$ cat src/rtl/tmds_decoder.sv
// -----------------------------------------------------------------------------
// TmdsDecoder (module tmds_decoder)
// Purpose : Recovers 10-bit word alignment on one TMDS channel and decodes the
//           aligned words into control tokens or 8-bit pixel data.
//           Alignment is found by watching for runs of control tokens; when
//           none show up for too long the deserializer is asked to bitslip,
//           and the input is ignored for a while to let the new alignment
//           settle.
// Ports   :
//   clk_i      - pixel clock, all state updates on its rising edge
//   rst_i      - asynchronous active-low reset
//   word_i     - deserialized TMDS word q[9:0]
//   bitslip_o  - one-cycle request to shift the word boundary by one bit
//   locked_o   - word alignment established
//   de_o       - data enable, high for a decoded video data word
//   c0_o, c1_o - decoded control bits (held across data periods)
//   d_o        - decoded pixel byte
// -----------------------------------------------------------------------------
module tmds_decoder #(
  parameter int LOCK_TOKENS    = 4,
  parameter int SEARCH_TIMEOUT = 2048,
  parameter int SLIP_WAIT      = 16
) (
  input  logic       clk_i,
  input  logic       rst_i,
  input  logic [9:0] word_i,
  output logic       bitslip_o,
  output logic       locked_o,
  output logic       de_o,
  output logic       c0_o,
  output logic       c1_o,
  output logic [7:0] d_o
);

  // One timer serves both the search/lock timeout and the post-slip wait,
  // so it must be wide enough for whichever limit is larger.
  localparam int TIMER_MAX = (SEARCH_TIMEOUT > SLIP_WAIT) ? SEARCH_TIMEOUT : SLIP_WAIT;
  localparam int TW        = $clog2(TIMER_MAX + 1);
  localparam int RW        = $clog2(LOCK_TOKENS + 1);

  localparam logic [TW-1:0] TIMER_SAT   = TW'(TIMER_MAX);
  localparam logic [TW-1:0] TIMEOUT_VAL = TW'(SEARCH_TIMEOUT);
  localparam logic [TW-1:0] WAIT_VAL    = TW'(SLIP_WAIT);
  localparam logic [RW-1:0] LOCK_VAL    = RW'(LOCK_TOKENS);

  typedef enum logic [1:0] {
    S_SEARCH = 2'd0,
    S_SLIP   = 2'd1,
    S_WAIT   = 2'd2,
    S_LOCKED = 2'd3
  } state_t;

  state_t        r_state;
  state_t        w_stateNext;
  logic [RW-1:0] r_run;
  logic [RW-1:0] w_runCount;
  logic [TW-1:0] r_timer;
  logic [TW-1:0] w_timerCount;

  logic          w_isToken;
  logic [1:0]    w_tokenCtl;
  logic [7:0]    w_dPrime;
  logic [7:0]    w_data;

  logic          r_bitslip;
  logic          r_locked;
  logic          r_de;
  logic          r_c0;
  logic          r_c1;
  logic [7:0]    r_d;

  // Control token recognition: exact match against the four TMDS tokens.
  always_comb begin
    w_isToken  = 1'b1;
    w_tokenCtl = 2'b00;
    case (word_i)
      10'b1101010100: w_tokenCtl = 2'b00;
      10'b0010101011: w_tokenCtl = 2'b01;
      10'b0101010100: w_tokenCtl = 2'b10;
      10'b1010101011: w_tokenCtl = 2'b11;
      default:        w_isToken  = 1'b0;
    endcase
  end

  // Data decode: undo the optional inversion (q[9]), then undo the XOR or
  // XNOR transition chain selected by q[8].
  assign w_dPrime = word_i[9] ? ~word_i[7:0] : word_i[7:0];

  always_comb begin
    w_data    = '0;
    w_data[0] = w_dPrime[0];
    for (int i = 1; i < 8; i++) begin
      w_data[i] = word_i[8] ? (w_dPrime[i] ^ w_dPrime[i-1])
                            : ~(w_dPrime[i] ^ w_dPrime[i-1]);
    end
  end

  // Next-state logic. The run/timer values computed here are what the
  // counters would become this edge; transitions test those values so that
  // a threshold is acted on at the very edge it is reached. During WAIT the
  // input is ignored entirely, so tokens neither count nor reset the timer.
  always_comb begin
    w_stateNext = r_state;

    if (r_state == S_WAIT) begin
      w_runCount = '0;
    end else if (w_isToken) begin
      w_runCount = (r_run == LOCK_VAL) ? r_run : r_run + 1'b1;
    end else begin
      w_runCount = '0;
    end

    if (w_isToken && (r_state != S_WAIT)) begin
      w_timerCount = '0;
    end else begin
      w_timerCount = (r_timer == TIMER_SAT) ? r_timer : r_timer + 1'b1;
    end

    case (r_state)
      S_SEARCH: begin
        if (w_runCount == LOCK_VAL) begin
          w_stateNext = S_LOCKED;
        end else if (w_timerCount == TIMEOUT_VAL) begin
          w_stateNext = S_SLIP;
        end
      end
      S_SLIP: begin
        w_stateNext = S_WAIT;
      end
      S_WAIT: begin
        if (w_timerCount == WAIT_VAL) begin
          w_stateNext = S_SEARCH;
        end
      end
      S_LOCKED: begin
        if (w_timerCount == TIMEOUT_VAL) begin
          w_stateNext = S_SEARCH;
        end
      end
      default: w_stateNext = S_SEARCH;
    endcase
  end

  // State register and counters; both counters restart on any state change.
  // bitslip/locked are registered copies of the next state so they line up
  // exactly with the SLIP and LOCKED states.
  always_ff @(posedge clk_i or negedge rst_i) begin
    if (!rst_i) begin
      r_state   <= S_SEARCH;
      r_run     <= '0;
      r_timer   <= '0;
      r_bitslip <= 1'b0;
      r_locked  <= 1'b0;
    end else begin
      r_state   <= w_stateNext;
      r_run     <= (w_stateNext != r_state) ? '0 : w_runCount;
      r_timer   <= (w_stateNext != r_state) ? '0 : w_timerCount;
      r_bitslip <= (w_stateNext == S_SLIP);
      r_locked  <= (w_stateNext == S_LOCKED);
    end
  end

  // Decoded outputs, qualified by the state before this edge. Control bits
  // are held through data periods and cleared whenever alignment is absent.
  always_ff @(posedge clk_i or negedge rst_i) begin
    if (!rst_i) begin
      r_de <= 1'b0;
      r_c0 <= 1'b0;
      r_c1 <= 1'b0;
      r_d  <= '0;
    end else if (r_state != S_LOCKED) begin
      r_de <= 1'b0;
      r_c0 <= 1'b0;
      r_c1 <= 1'b0;
      r_d  <= '0;
    end else if (w_isToken) begin
      r_de <= 1'b0;
      r_c0 <= w_tokenCtl[0];
      r_c1 <= w_tokenCtl[1];
      r_d  <= '0;
    end else begin
      r_de <= 1'b1;
      r_d  <= w_data;
    end
  end

  assign bitslip_o = r_bitslip;
  assign locked_o  = r_locked;
  assign de_o      = r_de;
  assign c0_o      = r_c0;
  assign c1_o      = r_c1;
  assign d_o       = r_d;

endmodule

$ cat config.mk
export PLATFORM = sky130hd
export DESIGN_NAME = tmds_decoder
export DESIGN_NICKNAME = d
export VERILOG_FILES = /design/src/rtl/tmds_decoder.sv
export SDC_FILE = /design/constraint.sdc
export NUM_CORES = 1
export LEC_CHECK = 0
export CORE_ASPECT_RATIO = 0.8
export CORE_MARGIN = 2
export CORE_UTILIZATION = 42
export DETAILED_ROUTE_END_ITERATION = 6
export PLACE_DENSITY = 0.61
export SYNTH_ARGS = -nofsm -noshare
export SYNTH_HDL_FRONTEND = slang
export SYNTH_SLANG_ARGS = --single-unit
$ cat constraint.sdc
create_clock -name clk_i -period 4.39 [get_ports clk_i]
set_input_delay 1.317 -clock clk_i [delete_from_list [all_inputs] [get_ports clk_i]]
set_output_delay 1.317 -clock clk_i [all_outputs]
set_load 0.02 [all_outputs]
### Yosys cells after proc, flatten, opt, wreduce, memory -nomap -nowiden

Cells that the tools add are included.
Widths: inputs -> output; s select.

* memories kept: 0
* bits in read-only memories: 0
* bits in writable memories: 0
* input port bits: 12
* latch bits: 0
* logic and storage cells: 77
* output and inout port bits: 13
* bits in registers: 30

* bitwise logic cells: 15
* order comparisons: 0
* equal/unequal tests: 17
* reduce and logical (&&, ||, !) cells: 4
* multipliers: 0
* shift operators: 0
* $add $sub $neg: 2
* muxes and demuxes: 30
* divide/modulo/power cells: 0

Operators by type and width (number)
* $mux 12: 3
* $eq 12x12->1 const B: 2
* $mux 8: 3
* $eq 10x10->1 const B: 2
* $mux 1: 14
* $add 12x1->12 const B: 1
* $eq 12x5->1 const B: 1
* $mux 3: 4
* $eq 10x8->1 const B: 1
* $eq 10x9->1 const B: 1
* $mux 2: 4
* $not 8->8: 1
* $pmux 2 s4: 1
* $not 1->1: 7
* $xor 1x1->1: 7
* $eq 2x2->1 const B: 3
* $eq 3x3->1 const B: 2
* $pmux 2 s3: 1
* $eq 2x1->1 const B: 2
* $ne 2x2->1 const B: 2
* $reduce_or 4->1: 1
* $add 3x1->3 const B: 1
* $logic_not 2->1: 1
* $ne 2x2->1: 1
* 2 further kinds: 2

### Longest topological paths before layout

Gate-level depths: netlist (run 1).

* depth in word-level cells: 11
* gate-level depth with buffers: 9
* gate-level depth less buffers: 8

### Worst setup path after synthesis (run 1)

OpenSTA, ideal clock, no wires.

* path kind: in2reg
* start point: input word_i[5]
* end point: register r_timer[11]
* data arrival time: 2.658 ns
* path slack: 1.595 ns
* stages on the path: 9
* library setup time: 0.138 ns
* path buffers: 1
* path through: inv_1 > ha_1 > and4b_1 > and4b_1 > o21ai_1 > and4_1 > a41o_1 > buf_6 > nor2_1

* word-level cells in the longest chain between the ends: 11
* elaborated cells on any way between the ends: 20
* classes of those cells: eq/ne (8); mux (10); reduce/logical (2)

Ends and longest elaborated chain
* start: declaration: RTL line 26 `input logic [9:0] word_i,`
* $eq 10x10->1, or another cell as far along: RTL line 76 `case (word_i)`
* $reduce_or 4->1 (no source line) *
* $mux 1 *: RTL line 76
* $logic_and 1x1->1: RTL line 113 `if (w_isToken && (r_state != S_WAIT)) begin`
* $mux 12: RTL line 113
* $eq 12x12->1: RTL line 123, 136
* $mux 2: RTL line 123 `end else if (w_timerCount == TIMEOUT_VAL) begin`
* $mux 2: RTL line 121 `if (w_runCount == LOCK_VAL) begin`
* $pmux 2 s4: RTL line 119 `case (r_state)`
* $ne 2x2->1: RTL line 157 `r_timer <= (w_stateNext != r_state) ? '0 : w_timerCount;`
* $mux 12 *: RTL line 157
* end signal: assignment: RTL line 157
* end: declaration: RTL line 57 `logic [TW-1:0] r_timer;`

Every way passes the cells marked *; elsewhere a longest branch is shown, timed or not.
A chain may end at the register's enable or synchronous reset.

### Final worst setup path (run 1)

* start point: input word_i[5]
* end point: register r_timer[9]

The elaborated chain is that of the path after synthesis.

==> results_dict.tcl, run 1 <==
set metrics [dict create \
    ir_worst_vdd_mv 0.221 \
    comb_power_share_pct 20.7 \
    synth-edff-count 0 \
    n_fill_cell 355 \
    cts_resized 0 \
    syn_area_sq_um 1720 \
    path_clk_slew_ns 0.07 \
    synthSimpleGateAreaFrac_pct 24.4 \
    hold_violations 0 \
    worst_slew_pin_slew_ns 0.592 \
    num_rows 20 \
    grt_pass1_vias 1299 \
    drc 0 \
    ys.warnings.count 0 \
    htree_levels 2 \
    synth_common_cells "dfrtp_1, nor2_1, xnor2_1, nand2_1, inv_1" \
    setup_violations 0 \
    drt_iter0_drc 92 \
    synth_flop_cell "dfrtp_1" \
    regArea_sq_um 751 \
    min_path_type "register to register" \
    min_period_ns 3.45 \
    n_antenna_cell 0 \
    p_seq_share_pct 47.6 \
    timing.final.ws_setup_ns 0.939 \
    postCtsSetupRepairBufs 0 \
    pre_cts_ws_ns 0.659 \
    ys_ff_latch 30 \
    syn_nets 200 \
    cts_tree "built" \
    synth_xor_area_share_pct 12.7 \
    dr.pass1.iters 4 \
    syn_area_per_cell_sq_um 9.54 \
    rr_worst_depth 8 \
    pin_count 25 \
    ant_nets 0 \
    grt_max_degree 31 \
    start_util_pct 44.6 \
    place_area_sq_um 2000 \
    clock-sinks 30 \
    cts-root-buf "clkbuf_8" \
    start_kind "input pin" \
    yosysSeqAreaShare_pct 43.7 \
    r2r_slack_ns 1.86 \
    swShare_pct 30.8 \
    syn_inst 180 \
    multiInputGateArea_sq_um 888 \
    overflow 0 \
    cts_buffers 5 \
    drive_above_1_share_pct 6.25 \
    min_from "c0_o" \
    critPathKind "input pin to register" \
    powerDensity_nw_per_um2 343 \
    synthArstFlopShare_pct 100 \
    rsz0062_at_grt "no" \
    finalPower_mw 0.717 \
    die_area_sq_um 4620 \
    synth_compound_area_share_pct 7.57 \
    finalInstanceArea_sq_um 2090 \
    synth_area_leaders "dfrtp_1, xnor2_1, nor2_1" \
    via_count 1334 \
    dpl.hpwl_um 2600 \
    p_int_mw 0.496 \
    status "finished clean" \
    finalClockSkew_ns 0.00525 \
    rr_endpoint "r_timer[9]" \
    synthToLayoutAreaGrowth_pct 21.8 \
    synthMuxAreaShare_pct 1.17 \
    ctsHoldBuffers 0 \
    synth_top_family_by_area "simple AND/OR/NAND/NOR gates" \
    yosysTopAreaCell "dfrtp_1" \
    grt_pass1_wl_um 5960 \
    slew_violations 0 \
    synthDistinctLibCells 39 \
    core_area_sq_um 3850 \
    worstSetupEndpointType "register" \
    clock_latency_ns 0.28 \
    required_ns 4.54 \
    gp_congestion 0.802 \
    wl_per_cell_um 13.0 \
    maxCapViolations 0 \
    synth_adder_area_share_pct 5.83 \
    cts_buffer_depth 2 \
    drt_wl_total_um 3430 \
    antenna_found_initial 0 \
    die-width_um 75.5 \
    period_share_pct 78.6 \
    power_frac_clock_pct 31.7 \
    track_usage_pct 17.3 \
    hold_depth 2 \
    hold_end "c0_o" \
    power.net_switching_mw 0.221 \
    p_leak_nw 0.915 \
    whs_ns 0.521 \
    nets 227 \
    crit_arrival_ns 3.60 \
    yosysTopAreaCellShare_pct 43.7 \
    vias_per_cell 5.07 \
    clock.fmax_mhz 290 \
    finalSetupTns_ns 0 \
    die_y_um 61.2 \
    slew_headroom_pct 60.2 \
    reg2reg_from "r_timer[0]" \
    io_buffers 24 \
    synth_most_common_cell "dfrtp_1" \
    cp_max_fo 11 \
]
[worst max-delay path, cell delays in order]
cell and delay [ns]:
clkdlybuf4s50_1 0.53, inv_1 0.06, ha_1 0.16, and4b_1 0.18
and4b_1 0.21, o21ai_1 0.27, and4_1 0.30, a41o_1 0.47
nor2_1 0.11
[worst max path at each step]
stage | start | endpoint | slack (ns) | depth (start not counted)
global placement | word_i[5] | r_timer[1] | 0.79 | 9
global route | word_i[5] | r_timer[9] | 0.80 | 9
finish | word_i[5] | r_timer[9] | 0.94 | 9
detailed placement | word_i[5] | r_timer[5] | 0.66 | 9
floorplan | word_i[5] | r_timer[11] | 1.59 | 9
CTS | word_i[5] | r_timer[9] | 0.97 | 9
[cell usage in the layout, fill, tap and decap left out, types with 2 or more instances in the layout]
| cell | count |
|---|---|
| dfrtp_1 | 30 |
| nor2_1 | 29 |
| clkdlybuf4s50_1 | 24 |
| xnor2_1 | 19 |
| nand2_1 | 15 |
| inv_1 | 12 |
| ha_1 | 8 |
| xor2_1 | 6 |
| clkbuf_8 | 6 |
| nor3_1 | 5 |
| o21ai_0 | 5 |
| nand4_1 | 4 |
| nand3_1 | 4 |
| a21oi_1 | 4 |
| and4_1 | 3 |
| and3_1 | 3 |
| and4b_1 | 2 |
| nand3b_1 | 2 |
| nor4b_1 | 2 |
| mux2i_1 | 2 |
| o211ai_1 | 2 |
[routing by layer]
layer  wire length, um  GRT usage, %  share of wire [%]  up-vias
met5                 0             0                  0        -
met2              1540          26.0                 45       31
met1              1700          24.7                 49      630
li1                  -             -                  -      668
met3               144          3.93                4.2        5
met4                46          6.27                1.3        0
[state kept, by name (all words and copies together) (netlist names)]
signal and flops:
bitslip_o 1, c0_o 1, c1_o 1, d_o 8, de_o 1, locked_o 1, r_run 3, r_state 2
r_timer 12
[logic make-up after synthesis]
family,Yosys count
flops,30
mux,2
fa+ha+maj,8
compound gates,20
xor+xnor,25
buf+inv,17
simple gates,78
[stage by stage]
step | utilization (%) | std cells
2_1_floorplan | - | 180
3_3_place_gp | 51.9 | 255
3_5_place_dp | 51.9 | 255
4_1_cts | 54.3 | 263
5_1_grt | 54.3 | 263
6_report | 54.3 | 263
[final cells by class]
type / instances / share of cell area [%]
multi-input combinational: 133 / 42.5
timing repair buffer: 25 / 11.8
clock buffer: 7 / 4.13
sequential: 30 / 35.9
clock inverter: 1 / 0.239
tap: 55 / 3.29
inverter: 12 / 2.15
[power groups by stage]
stage | Combinational, mW | Sequential (mW) | Clock (mW)
finish | 0.148 | 0.341 | 0.227
global route | 0.172 | 0.347 | 0.243
CTS | 0.148 | 0.341 | 0.233
detailed placement | 0.148 | 0.346 | 0
global placement | 0.143 | 0.344 | 0
floorplan | 0.107 | 0.336 | 0
No activity file was read; power rests on OpenSTA's default activity.
==> run 2, diff against run 1 <==
--- a/config.mk
+++ b/config.mk
@@ -9,7 +9,7 @@
 export CORE_MARGIN = 2
 export CORE_UTILIZATION = 42
 export DETAILED_ROUTE_END_ITERATION = 6
-export PLACE_DENSITY = 0.61
+export PLACE_DENSITY = 0.64
 export SYNTH_ARGS = -nofsm -noshare
 export SYNTH_HDL_FRONTEND = slang
 export SYNTH_SLANG_ARGS = --single-unit
==> constraint.sdc (replaced) <==
create_clock -name clk_i -period 2.83 [get_ports clk_i]
set_input_delay 0.849 -clock clk_i [delete_from_list [all_inputs] [get_ports clk_i]]
set_output_delay 0.849 -clock clk_i [all_outputs]
set_load 0.02 [all_outputs]
==> run 2 against run 1 <==
Count of clock-buffer cells in the layout unchanged. Critical endpoint is now r_timer[0]. Sequential power increased by 56%. Global-route usage about the same. Worst setup slack got worse by 0.71 ns. Clock power increased by 83%. Cell count increased by 5.3%. Via count increased by 3.2%.
==> results_dict.tcl, run 2 (synthesis results as in run 1) <==
set metrics [dict create \
    multiInputGateArea_sq_um 888 \
    slew_headroom_pct 62.8 \
    maxCapViolations 0 \
    grt_pass1_wl_um 5890 \
    comb_power_share_pct 21.1 \
    synthToLayoutAreaGrowth_pct 28.8 \
    instances_no_fill 277 \
    cts-root-buf "clkbuf_8" \
    timing.final.ws_setup_ns 0.230 \
    antenna_found_initial 0 \
    dr.pass1.iters 4 \
    die_y_um 61.2 \
    finalInstanceArea_sq_um 2210 \
    critPathKind "input pin to register" \
    min_period_ns 2.60 \
    clock-sinks 30 \
    nets 241 \
    regArea_sq_um 751 \
    pin_count 25 \
    critPathMaxStageDelay_ns 0.47 \
    min_path_type "register to register" \
    ant_nets 0 \
    ir_worst_vdd_mv 0.359 \
    final_common_cell "dfrtp_1" \
    clock_latency_ns 0.28 \
    finalSetupTns_ns 0 \
    path_clk_slew_ns 0.06 \
    grt_max_degree 31 \
    dpl.hpwl_um 2770 \
    finalClockSkew_ns 0.00381 \
    drc 0 \
    timing.critical_path.buf_inv 3 \
    pre_cts_ws_ns -0.0675 \
    setup_violations 0 \
    cpLargestDelayFamily "buffers and inverters" \
    start_util_pct 44.6 \
    worstPathCellList "clkdlybuf4s50_1, inv_1, ha_1, and4b_1, and4b_1, o21ai_1, o21ai_0, a41o_1, buf_4, nor3b_2" \
    period_share_pct 91.9 \
    cts_buffers 5 \
    largest_register_ffs 12 \
    powerDensity_nw_per_um2 542 \
    p_seq_share_pct 44.3 \
    n_antenna_cell 0 \
    whs_ns 0.526 \
    n_fill_cell 358 \
    drt_iter0_drc 121 \
    place_inst 269 \
    gp_congestion 0.815 \
    final_cell_mix "dfrtp_1, nor2_1, clkdlybuf4s50_1, xnor2_1" \
    crit_arrival_ns 2.80 \
    grt_pass1_vias 1303 \
    core_area_sq_um 3850 \
    required_ns 3.03 \
    cts_tree "built" \
    place_area_sq_um 2110 \
    track_usage_pct 17.3 \
    die_area_sq_um 4620 \
    vias_per_cell 4.97 \
    cp_common_cell "and4b_1" \
    power.net_switching_mw 0.347 \
    status "finished clean" \
    cts_resized 0 \
    drive_above_1_share_pct 11.7 \
    swShare_pct 28.9 \
    cts_buffer_depth 2 \
    reg2reg_from "r_timer[0]" \
    slew_violations 0 \
    worstSetupEndpointType "register" \
    overflow 0 \
    crit_path_start "word_i[5]" \
    start_kind "input pin" \
    cp_max_fo 5 \
    htree_levels 2 \
    worst_slew_pin_slew_ns 0.551 \
    wl_per_cell_um 12.7 \
    drt_wl_total_um 3530 \
    top_register "r_timer" \
    critPathSlowestCell "clkdlybuf4s50_1" \
    p_int_mw 0.853 \
    p_leak_nw 0.989 \
    min_from "c0_o" \
    hold_violations 0 \
    rsz0062_at_grt "no" \
    postCtsSetupRepairBufs 0 \
    via_count 1377 \
    clock.fmax_mhz 385 \
    ctsHoldBuffers 0 \
    die-width_um 75.5 \
    io_buffers 24 \
    num_rows 20 \
    power_frac_clock_pct 34.6 \
]
## run 2: cell count changes in the layout (fill, tap and decap cells not counted), sizes merged
cell / previous run / this run
buf: 1 / 15
bufinv: 0 / 1
clkinv: 1 / 0
## run 2: cell type report
type                       count  area share (%)
clock buffer                   7            3.45
clock inverter                 1            1.36
inverter                      12            2.04
multi-input combinational    133            40.2
sequential                    30            33.9
tap                           55            3.11
timing repair buffer          39            16.0
## run 2: per-stage QoR
stage,power [mW],utilization [%]
CTS,1.22,57.4
detailed placement,0.790,54.6
global route,1.27,57.4
global placement,0.781,54.6
finish,1.20,57.4
floorplan,0.688,-
## run 2: path summary, 6_finish.rpt
check,end,slack [ns],cells past startpoint
worst max register to register,r_timer[11],0.54,9
worst min register to register,c0_o,0.53,2
worst min-delay path,c0_o,0.53,2
max in group asynchronous,d_o[5],1.58,2
worst max-delay path,r_timer[0],0.23,10
min in group asynchronous,r_timer[8],0.97,2
## run 2: power groups by stage
stage,clock (mW),sequential [mW],combinational (mW)
2_1_floorplan,0,0.522,0.166
3_3_place_gp,0,0.535,0.246
3_5_place_dp,0,0.536,0.254
4_1_cts,0.431,0.529,0.256
5_1_grt,0.448,0.541,0.283
6_report,0.415,0.531,0.253
## run 2: layer usage
metal	track usage, %	share of wire, %
met1	24.2	50
met2	26.0	46
met3	3.93	2.7
met4	7.52	1.8
met5	0	0
## run 2: worst reg2reg max path, stage by stage (launching register included)
cell      delay (ns)
dfrtp_1         0.44
inv_1           0.08
ha_1            0.13
nor4b_1         0.30
nand3_1         0.25
a21boi_0        0.29
and4_1          0.28
a41o_1          0.19
buf_4           0.15
nor2_1          0.04
==> run 3, diff against run 2 <==
--- a/config.mk
+++ b/config.mk
@@ -8,6 +8,7 @@
 export CORE_ASPECT_RATIO = 0.8
 export CORE_MARGIN = 2
 export CORE_UTILIZATION = 42
+export CTS_CLUSTER_SIZE = 8
 export DETAILED_ROUTE_END_ITERATION = 6
 export PLACE_DENSITY = 0.64
 export SYNTH_ARGS = -nofsm -noshare
==> results of run 3 <==
Same layout as run 2: the final DEF is identical, and so are final timing and power.
